### src/rtl/mul_arb_pkg.sv
// Shared types and constants for the multiplier arbiter and its round-robin picker.
package mul_arb_pkg;

  localparam int OP_W       = 16;
  localparam int PROD_W     = 2 * OP_W;
  localparam int MUL_CYCLES = 16;
  localparam int BOOT_CYC   = MUL_CYCLES + 2;
  localparam int BOOT_CNT_W = $clog2(BOOT_CYC);

  typedef enum logic [2:0] {
    S_BOOT,
    S_IDLE,
    S_ISSUE,
    S_WAIT,
    S_RESP
  } state_e;

  function automatic int rr_next(input int idx, input int n);
    return (idx == n - 1) ? 0 : idx + 1;
  endfunction

endpackage

### src/rtl/rr_arbiter.sv
// Combinational round-robin picker: first requester at or after ptr_i, wrapping at N-1.
module rr_arbiter #(
  parameter int N     = 2,
  parameter int IDX_W = 1
) (
  input  logic [N-1:0]     req_i,
  input  logic [IDX_W-1:0] ptr_i,
  output logic [N-1:0]     gnt_o,
  output logic [IDX_W-1:0] idx_o,
  output logic             vld_o
);

  logic [IDX_W-1:0] cand;

  always_comb begin
    gnt_o = '0;
    idx_o = '0;
    vld_o = 1'b0;
    cand  = '0;
    for (int k = 0; k < N; k++) begin
      cand = IDX_W'((int'(ptr_i) + k) % N);
      if (!vld_o && req_i[cand]) begin
        vld_o       = 1'b1;
        idx_o       = cand;
        gnt_o[cand] = 1'b1;
      end
    end
  end

endmodule

### src/rtl/mul_arbiter.sv
// Shares one sequential 16x16 multiplier among NUM_REQ requesters with round-robin grant.
// Optional WAIT watchdog enabled by defining MUL_ARB_TIMEOUT_EN.
module mul_arbiter
  import mul_arb_pkg::*;
#(
  parameter int NUM_REQ     = 2,
  parameter int TIMEOUT_CYC = 24
) (
  input  logic                    clockMul,
  input  logic                    reset,
  input  logic [NUM_REQ-1:0]      req,
  input  logic [NUM_REQ*OP_W-1:0] op_a,
  input  logic [NUM_REQ*OP_W-1:0] op_b,
  output logic [NUM_REQ-1:0]      ack,
  output logic [PROD_W-1:0]       result,
  output logic                    err,
  output logic                    busy,
  output logic                    mul_start,
  output logic [OP_W-1:0]         mul_a,
  output logic [OP_W-1:0]         mul_b,
  input  logic                    mul_done,
  input  logic [PROD_W-1:0]       mul_prod
);

  localparam int IDX_W = $clog2(NUM_REQ);

  if (NUM_REQ < 2 || NUM_REQ > 8 || TIMEOUT_CYC < 1) begin : g_cfg_chk
    $error("mul_arbiter: NUM_REQ must be 2..8 and TIMEOUT_CYC >= 1");
  end

  state_e                state_q, state_d;
  logic [BOOT_CNT_W-1:0] boot_cnt_q, boot_cnt_d;
  logic [IDX_W-1:0]      ptr_q, ptr_d;
  logic [IDX_W-1:0]      gnt_idx_q, gnt_idx_d;
  logic [NUM_REQ-1:0]    gnt_oh_q, gnt_oh_d;
  logic [OP_W-1:0]       mul_a_q, mul_a_d, mul_b_q, mul_b_d;
  logic                  mul_start_q, mul_start_d;
  logic                  done_q, done_d;
  logic [NUM_REQ-1:0]    ack_q, ack_d;
  logic [PROD_W-1:0]     result_q, result_d;

  logic [NUM_REQ-1:0]    arb_gnt;
  logic [IDX_W-1:0]      arb_idx;
  logic                  arb_vld;
  logic [OP_W-1:0]       sel_a, sel_b;
  logic                  mul_cmpl;

`ifdef MUL_ARB_TIMEOUT_EN
  localparam int WD_W = $clog2(TIMEOUT_CYC + 1);
  logic [WD_W-1:0] wd_cnt_q, wd_cnt_d;
  logic            err_q, err_d;
`endif

  rr_arbiter #(
    .N     (NUM_REQ),
    .IDX_W (IDX_W)
  ) u_rr (
    .req_i (req),
    .ptr_i (ptr_q),
    .gnt_o (arb_gnt),
    .idx_o (arb_idx),
    .vld_o (arb_vld)
  );

  always_comb begin
    sel_a = '0;
    sel_b = '0;
    for (int i = 0; i < NUM_REQ; i++) begin
      if (arb_idx == IDX_W'(i)) begin
        sel_a = op_a[i*OP_W +: OP_W];
        sel_b = op_b[i*OP_W +: OP_W];
      end
    end
  end

  // done is a level from the multiplier; only its rising edge marks our op finishing.
  assign mul_cmpl = mul_done & ~done_q;

  always_comb begin
    state_d     = state_q;
    boot_cnt_d  = boot_cnt_q;
    ptr_d       = ptr_q;
    gnt_idx_d   = gnt_idx_q;
    gnt_oh_d    = gnt_oh_q;
    mul_a_d     = mul_a_q;
    mul_b_d     = mul_b_q;
    mul_start_d = 1'b0;
    done_d      = mul_done;
    ack_d       = '0;
    result_d    = result_q;
`ifdef MUL_ARB_TIMEOUT_EN
    wd_cnt_d    = wd_cnt_q;
    err_d       = 1'b0;
`endif
    unique case (state_q)
      S_BOOT: begin
        if (boot_cnt_q == BOOT_CNT_W'(BOOT_CYC - 1)) begin
          boot_cnt_d = '0;
          state_d    = S_IDLE;
        end else begin
          boot_cnt_d = boot_cnt_q + 1'b1;
        end
      end
      S_IDLE: begin
        if (arb_vld) begin
          gnt_idx_d   = arb_idx;
          gnt_oh_d    = arb_gnt;
          mul_a_d     = sel_a;
          mul_b_d     = sel_b;
          mul_start_d = 1'b1;
          state_d     = S_ISSUE;
        end
      end
      S_ISSUE: begin
        done_d  = 1'b0;
`ifdef MUL_ARB_TIMEOUT_EN
        wd_cnt_d = '0;
`endif
        state_d = S_WAIT;
      end
      S_WAIT: begin
        if (mul_cmpl) begin
          result_d = mul_prod;
          ack_d    = gnt_oh_q;
          state_d  = S_RESP;
        end
`ifdef MUL_ARB_TIMEOUT_EN
        else if (wd_cnt_q == WD_W'(TIMEOUT_CYC - 1)) begin
          result_d = '0;
          ack_d    = gnt_oh_q;
          err_d    = 1'b1;
          state_d  = S_RESP;
        end else begin
          wd_cnt_d = wd_cnt_q + 1'b1;
        end
`endif
      end
      S_RESP: begin
        ptr_d = IDX_W'(rr_next(int'(gnt_idx_q), NUM_REQ));
`ifdef MUL_ARB_TIMEOUT_EN
        // A hung multiplier may still finish later; drain it before the next grant.
        state_d = err_q ? S_BOOT : S_IDLE;
`else
        state_d = S_IDLE;
`endif
      end
      default: state_d = S_BOOT;
    endcase
  end

  always_ff @(posedge clockMul or posedge reset) begin
    if (reset) begin
      state_q     <= S_BOOT;
      boot_cnt_q  <= '0;
      ptr_q       <= '0;
      gnt_idx_q   <= '0;
      gnt_oh_q    <= '0;
      mul_a_q     <= '0;
      mul_b_q     <= '0;
      mul_start_q <= 1'b0;
      done_q      <= 1'b0;
      ack_q       <= '0;
      result_q    <= '0;
    end else begin
      state_q     <= state_d;
      boot_cnt_q  <= boot_cnt_d;
      ptr_q       <= ptr_d;
      gnt_idx_q   <= gnt_idx_d;
      gnt_oh_q    <= gnt_oh_d;
      mul_a_q     <= mul_a_d;
      mul_b_q     <= mul_b_d;
      mul_start_q <= mul_start_d;
      done_q      <= done_d;
      ack_q       <= ack_d;
      result_q    <= result_d;
    end
  end

`ifdef MUL_ARB_TIMEOUT_EN
  always_ff @(posedge clockMul or posedge reset) begin
    if (reset) begin
      wd_cnt_q <= '0;
      err_q    <= 1'b0;
    end else begin
      wd_cnt_q <= wd_cnt_d;
      err_q    <= err_d;
    end
  end

  assign err = err_q;
`else
  assign err = 1'b0;
`endif

  assign ack       = ack_q;
  assign result    = result_q;
  assign busy      = (state_q != S_IDLE);
  assign mul_start = mul_start_q;
  assign mul_a     = mul_a_q;
  assign mul_b     = mul_b_q;

endmodule
### config.mk
export PLATFORM = sky130hd
export DESIGN_NAME = mul_arbiter
export DESIGN_NICKNAME = d
export VERILOG_FILES = /design/src/rtl/mul_arb_pkg.sv /design/src/rtl/rr_arbiter.sv /design/src/rtl/mul_arbiter.sv
export SDC_FILE = /design/constraint.sdc
export NUM_CORES = 1
export LEC_CHECK = 0
export CAP_MARGIN = 0
export CORE_ASPECT_RATIO = 1.2
export CORE_UTILIZATION = 42
export DETAILED_ROUTE_END_ITERATION = 8
export PLACE_DENSITY_LB_ADDON = 0.3
export SLEW_MARGIN = 20
export SYNTH_ARGS = -nofsm -noshare
export SYNTH_HDL_FRONTEND = slang
export SYNTH_SLANG_ARGS = --single-unit
### constraint.sdc
create_clock -name clockMul -period 2.7 [get_ports clockMul]
set_clock_uncertainty 0.05 [all_clocks]
set_input_delay 0.405 -clock clockMul [delete_from_list [all_inputs] [get_ports clockMul]]
set_output_delay 0.405 -clock clockMul [all_outputs]
set_load 0.05 [all_outputs]
# Word level (Yosys, flattened, before mapping)
# Cells that the tools add are included.
[totals]
memories = 0
out_inout_bits = 69
inputBits = 101
ram_bits = 0
latchBits = 0
wordCells = 65
ff_bits = 80
romBits = 0
[op_classes]
bitwise_logic = 3
add_sub_neg = 3
div = 0
order_cmp = 4
n_eq_ne = 9
shifts = 0
n_reduce_logical = 8
mux = 27
n_mul = 0
[op_table]
columns = ["operator", "n"]
rows = [
  ["$mux 16", 2],
  ["$pmux 3 s5", 1],
  ["$mux 1", 14],
  ["$mux 3", 3],
  ["$mux 2", 4],
  ["$eq 3x2->1 const B", 2],
  ["$ne 2x2->1 const B", 3],
  ["$add 5x1->5 const B", 1],
  ["$eq 5x5->1 const B", 1],
  ["$mux 5", 1],
  ["$lt 1x2->1 const B", 2],
  ["$reduce_and 2->1", 2],
  ["$eq 3x1->1 const B", 1],
  ["$eq 3x3->1 const B", 1],
  ["$logic_and 1x1->1", 3],
  ["$logic_not 3->1", 1],
  ["$ne 3x1->1 const B", 1],
  ["$reduce_and 3->1", 1],
  ["$add 1x1->1 const B", 2],
  ["$demux 1 s1", 2],
  ["$ge 1x1->1 const B", 2],
  ["$or 2x2->2", 1],
  ["$and 1x1->1", 1],
  ["$logic_not 1->1", 1],
  ["$not 1->1", 1],
]

# Depth between registers and ports, before layout
# Gate-level depths: netlist of run 1.
[depth]
depth_word = 8
mapped_depth = 7

# Modules after synthesis
# Synthesis of run 1 repeated with hierarchy kept, for this count alone.
[hier_totals]
cells_unflattened = 274
area_unflattened_um2 = 3422.0
[by_module_without_submodules]
columns = ["mod", "n_inst", "cells_per_inst", "area_per_inst_um2"]
rows = [
  ["mul_arbiter", 1, 269, 3389.5],
  ["rr_arbiter", 1, 5, 32.5],
]

# Least setup slack after synthesis of run 1
# No wires, ideal clock.
[synth_timing]
path_type = "register -> output"
startpoint = "register state_q[2]"
endpoint = "output busy"
stages_incl_launch_ff = 5
setup_slack_ns = 0.895
required_ns = 2.245
t_arrival_ns = 1.350
n_path_buf = 2
cell_sequence = "dfrtp_1 -> buf_2 -> nor3b_4 -> clkbuf_1 -> inv_1"
[synth_via]
elab_chain_len = 1
[synth_rtl]
columns = ["item", "line", "source"]
rows = [
  ["start, declared", "mul_arbiter.sv:31", "state_e state_q, state_d;"],
  ["start signal, assigned", "mul_arbiter.sv:165", "state_q <= state_d;"],
  ["$ne 3x1->1", "mul_arbiter.sv:197", "assign busy = (state_q != S_IDLE);"],
  ["end, declared", "mul_arbiter.sv:17", "output logic busy,"],
]
# No other way between the ends.

# Final worst setup path of run 1
[layout_timing]
startpoint = "register state_q[0]"
endpoint = "output busy"
# The elaborated chain is that of the path after synthesis.

==> run metrics, run 1 <==
critical path capture point busy; critical path's largest stage delay 0.50 ns; Synth async-reset ratio 100.0%; CP Launch Type flop; Post-CTS Setup Inserts 0; post-layout min period 2.221 ns; placed insts 586; first-pass iteration count of the detailed router 5; Crit Path Max Fanout 34; Critical Path Sink Type primary output; Worst R2R End gnt_idx_q$_DFFE_PP0P_; initial antenna violation count 0; diode count 0; Seq cells post-synth 80; worst hold path type in2async; top cell type's share of synthesized area 52.20%; Yosys Warn Count 0; placer congestion estimate 0.7155; Post-DRT Antenna Nets 0; Worst-path clk slew 0.08 ns; Leakage 2.203 nW; outcome complete, no violations; synth unique cells 38; cells after synthesis 327; slew margin rel. 43.79%; core area 8703 um^2; Post-CTS Resized 0; site row count 37; share of cells above drive strength 1 13.61%; setup slack, reg-to-reg 0.90 ns; Via density 5.302; setup TNS 0 ns; CP max-delay cell dfrtp_1; Synth Flop Type dfrtp_1; IO Pins 170; most common cell in the synthesized netlist dfrtp_1; vias post-DR 3,192; area grow syn2layout 49.33%; top post-synthesis cells by area dfrtp_1, a31oi_2, mux2_1; hold-fix buffers at CTS 0; endpoints failing setup 0; Die Ht 106.7 um; post-layout util 65.80%; clk_lat worst skew 0.35 ns; die area 9519 um^2; Crit path arrival time 1.77 ns; NumNets Final 583; syn_area_per_cell 11.73 um^2; Tot GR Track Use 20.43%; CP cell instances nor3b_4 > buf_4 > inv_1 > buf_4; Post-Route WL 9398 um; pin count of the biggest net entering global routing 54; worst r2r src state_q[0]$_DFFE_PP0P_; Power Density 1272 nW/um^2; DRC viols 0; critical path class reg2out; sequential area share after synthesis 52.20%; Yosys top cell by area dfrtp_1; CTS Buf Count 9; vias in the first global route 3,246; max frequency 0.4502 GHz; final count of hold timing violations 0; Slew @ Worst Pin 0.8422 ns; port bufs 168; Tot Pwr 0.007283 W; first-pass GRT wire length 14,970 um; MaxCap Viol Count 0; die boundary width 89.23 um; drt first-iter violations 100; H-tree lvl count 3; fin crit share 82.26%; Worst EP required 2.25 ns; CTS tree yes; RSZ-0062 raised after global routing no; Initial Util 44.06%; Setup crit start state_q[0]$_DFFE_PP0P_; most used cell along the critical path buf_4; Filler cells 710; synth cell count leaders dfrtp_1, a21oi_1, o21ai_0; Placement Cell Area 5553 um^2; EDFF count, synth 0; clock sink count 80; grt total ovfl 0; Syn Std Cell Area 3835 um^2; Layout Cells excl Fill 602; fin. max-slew vios 0; deepest clock path buffer count 2; Final Instance Area 5727 um^2; R2R depth 3; CTS root buf clkbuf_8; WL per Instance 15.61 um; syn_nets 430; placed wire-length estimate 6806 um; VDD IR max 614.6 uV
kinds of logic (layout without fill, tap and decap cells):
| group | after synthesis | count (layout) | share of synthesized area [%] |
|---|---|---|---|
| other | 1 | 1 | 0.09779 |
| adders and majority gates | 2 | 2 | 0.6524 |
| and+or+nand+nor | 25 | 25 | 4.209 |
| DFF | 80 | 80 | 52.20 |
| muxes | 36 | 36 | 10.70 |
| AOI/OAI and AO/OA | 140 | 140 | 26.36 |
| buffers and inverters | 43 | 201 | 5.775 |
how the worst min path moves through the flow:
stage	startpoint	to	slack, ns	cells past startpoint
2_1_floorplan	gnt_idx_q$_DFFE_PP0P_	ptr_q$_DFFE_PP0N_	0.37	1
3_3_place_gp	gnt_idx_q$_DFFE_PP0P_	ptr_q$_DFFE_PP0N_	0.40	1
3_5_place_dp	gnt_idx_q$_DFFE_PP0P_	ptr_q$_DFFE_PP0N_	0.39	1
4_1_cts	reset	mul_b[3]$_DFFE_PP0P_	0.35	2
5_1_grt	reset	mul_b[3]$_DFFE_PP0P_	0.40	2
6_report	reset	mul_b[3]$_DFFE_PP0P_	0.34	2
report_power, final:
| group | internal [W] | switching, W |
|---|---|---|
| Combinational | 0.00157 | 0.00281 |
| Sequential | 0.00178 | 0.000340 |
| Clock | 0.000358 | 0.000424 |
| Total | 0.00371 | 0.00357 |
layout by cell type (no fill, tap or decap), drive strengths merged, types with 2 or more instances in the layout:
master	instances
o21ai	34
clkbuf	11
and2	3
a21oi	37
inv	7
a31oi	34
or3	2
ha	2
nor2b	2
clkdlybuf4s50	167
dfrtp	80
clkinv	6
o211ai	32
nor2	4
mux2i	2
buf	10
nand2	5
mux2	34
nand3b	2
state kept, by name (all words and copies together) (netlist names), 2 cells and up:
name / cells
result: 32
mul_a: 16
mul_b: 16
boot_cnt_q: 5
state_q: 3
ack: 2
gnt_oh_q: 2
layer usage:
metal  share of wire [%]  wire, um  vias to the layer above  GRT usage (%)
met4                 1.8       166                        0          7.937
met5                   0         0                        -              0
met1                  40      3745                     1517          23.57
met3                 8.5       800                       14          6.467
met2                  50      4686                      139          34.79
li1                    -         -                     1522              -
final cells by class:
class	instances	area (um^2)	area share, %
clock buffer	11	141.4	2.469
clock inverter	5	32.53	0.5681
inverter	8	31.28	0.5462
multi-input combinational	204	1614	28.18
sequential	80	2002	34.96
tap	117	146.4	2.556
timing repair buffer	177	1759	30.72
stage by stage:
| step | setup slack (ns) | hold slack, ns |
|---|---|---|
| after CTS | 0.4730 | 0.3476 |
| after floorplan | 0.1933 | 0.3732 |
| final | 0.4789 | 0.3427 |
| after global routing | 0.3480 | 0.4045 |
| after detailed placement | 0.3865 | 0.3950 |
| after global placement | 0.4150 | 0.3971 |
critical path: cells and delay by family (launching register included):
kind	cells	cell delay, ns
flip-flops	1	0.50
AND/OR/NAND/NOR	1	0.25
buffers and inverters	3	0.67
(Power assumes the default switching activity.)
==> run 2, diff against run 1 <==
- CORE_UTILIZATION: 42 -> 38
- clock period: 2.7 -> 1.9 ns (I/O delays scaled with it)
==> run metrics, run 2 (synthesis results as in run 1) <==
share of cells above drive strength 1 16.87% (was 13.61%); most frequent cells in the layout clkdlybuf4s50_1, dfrtp_1, a21oi_1, o21ai_0, o211ai_1 (unchanged); critical path class reg2out (unchanged); slew margin rel. 62.09% (was 43.79%); fin. max-slew vios 0 (unchanged); area grow syn2layout 57.19% (was 49.33%); MaxCap Viol Count 0 (unchanged); CTS tree yes (unchanged); setup slack, reg-to-reg 0.14 ns (was 0.90 ns); CP max-delay cell clkdlybuf4s50_1 (was dfrtp_1); Critical Path Sink Type primary output (unchanged); site row count 39 (was 37); Post-DRT Antenna Nets 0 (unchanged); Post-Route WL 9975 um (was 9398 um); H-tree lvl count 3 (unchanged); placer congestion estimate 0.7340 (was 0.7155); NumNets Final 596 (was 583); grt total ovfl 0 (unchanged); clk_lat worst skew 0.33 ns (was 0.35 ns); placed wire-length estimate 6881 um (was 6806 um); post-layout util 62.39% (was 65.80%); vias in the first global route 3,421 (was 3,246); worst hold path type in2async (unchanged); critical path's largest stage delay 0.81 ns (was 0.50 ns); CTS root buf clkbuf_16 (was clkbuf_8); Initial Util 39.69% (was 44.06%); die boundary width 93.71 um (was 89.23 um); clock sink count 80 (unchanged); Tot GR Track Use 20.02% (was 20.43%); vias post-DR 3,261 (was 3,192); final count of hold timing violations 0 (unchanged); first-pass GRT wire length 16,400 um (was 14,970 um); commonest non-fill, non-tap cell in the layout clkdlybuf4s50_1 (unchanged); max frequency 0.5418 GHz; Worst EP required 1.56 ns (was 2.25 ns); family with the most delay on the worst path buffers and inverters (unchanged); deepest clock path buffer count 2 (unchanged); CP Launch Type flop (unchanged); fin crit share 97.15%; pin count of the biggest net entering global routing 81 (was 54); max reg flops 32 (unchanged); Leakage 2.345 nW (was 2.203 nW); outcome complete, no violations (unchanged); drt first-iter violations 167 (was 100); initial antenna violation count 0 (unchanged); Crit Path Max Fanout 2 (was 34); first-pass iteration count of the detailed router 6 (was 5); Die Ht 112.0 um (was 106.7 um); CTS Buf Count 9 (unchanged); Via density 5.251 (was 5.302); port bufs 168 (unchanged); setup TNS 0 ns (unchanged); Crit path arrival time 1.51 ns (was 1.77 ns); IO Pins 170 (unchanged); Power Density 1881 nW/um^2 (was 1272 nW/um^2); endpoints failing setup 0 (unchanged); Worst-path clk slew 0.06 ns (was 0.08 ns); core area 9662 um^2 (was 8703 um^2); VDD IR max 794.1 uV (was 614.6 uV); die area 10,500 um^2 (was 9519 um^2); DRC viols 0 (unchanged); CP cell instances clkdlybuf4s50_1 (was nor3b_4 > buf_4 > inv_1 > buf_4); CP bufs+invs 1 (was 3); Slew @ Worst Pin 0.5643 ns (was 0.8422 ns); post-layout min period 1.846 ns; diode count 0 (unchanged); WL per Instance 16.06 um (was 15.61 um)
-- run 2: power by group --
group / leakage, nW / internal [W] / switching (W) / total [W]
logic: 1.26 / 0.00244 / 0.00410 / 0.00654
registers: 0.940 / 0.00254 / 0.000471 / 0.00301
clock network: 0.149 / 0.00110 / 0.000692 / 0.00179
-- run 2: layer usage --
metal	up-vias	global-route usage [%]	share of wire [%]
met5	-	0	0
met4	0	6.154	1.5
met3	9	6.707	8.4
met2	133	33.43	49
met1	1571	24.30	42
li1	1548	-	-
-- run 2: final cells by class --
class / instances / area (um^2)
clock buffer: 11 / 252.7
clock inverter: 5 / 62.56
fill: 782 / 3633
inverter: 8 / 33.78
multi-input combinational: 204 / 1614
sequential: 80 / 2002
tap: 123 / 153.9
timing repair buffer: 190 / 1909
-- run 2: timing repair --
item | in CTS | in global routing
cloned | 1 | 0
buffers inserted | 0 | 1
hold buffers | 0 | 0
setup endpoints to repair | 1 | 1
gates resized for setup | 3 | 0
pin swaps | 0 | 1
-- run 2: stage by stage --
stage          setup WS, ns  hold slack (ns)  std cells  power, W  cell area (um^2)
6_report            0.05415           0.4074        621   0.01134              6028
5_1_grt            -0.01519           0.4513        621   0.01192              6028
4_1_cts            0.004084           0.4171        620   0.01144              6021
3_5_place_dp        0.06412           0.4013        603  0.009449              5660
3_3_place_gp        0.09374           0.4049        603  0.009318              5660
2_1_floorplan        0.2152           0.3571        327  0.007328              3839
-- run 2: worst register-to-register path, delay by kind of cell, from the launching register on --
| kind | cells | cell delay, ns |
|---|---|---|
| simple gates | 2 | 0.59 |
| flops | 1 | 0.44 |
| compound gates | 1 | 0.11 |
| buf+inv | 2 | 0.45 |
-- run 2: final timing paths --
| path | endpoint | depth (start not counted) | startpoint |
|---|---|---|---|
| setup reg to reg | mul_a[7]$_DFFE_PP0P_ | 5 | state_q[2]$_DFFE_PP0P_ |
| hold reg to reg | ptr_q$_DFFE_PP0N_ | 1 | gnt_idx_q$_DFFE_PP0P_ |
| min in group clockMul | ptr_q$_DFFE_PP0N_ | 1 | gnt_idx_q$_DFFE_PP0P_ |
| max in group asynchronous | mul_a[9]$_DFFE_PP0P_ | 3 | reset |
| setup / recovery | mul_b[9] | 1 | mul_b[9]$_DFFE_PP0P_ |
| hold / removal | result[4]$_DFFE_PP0P_ | 3 | reset |
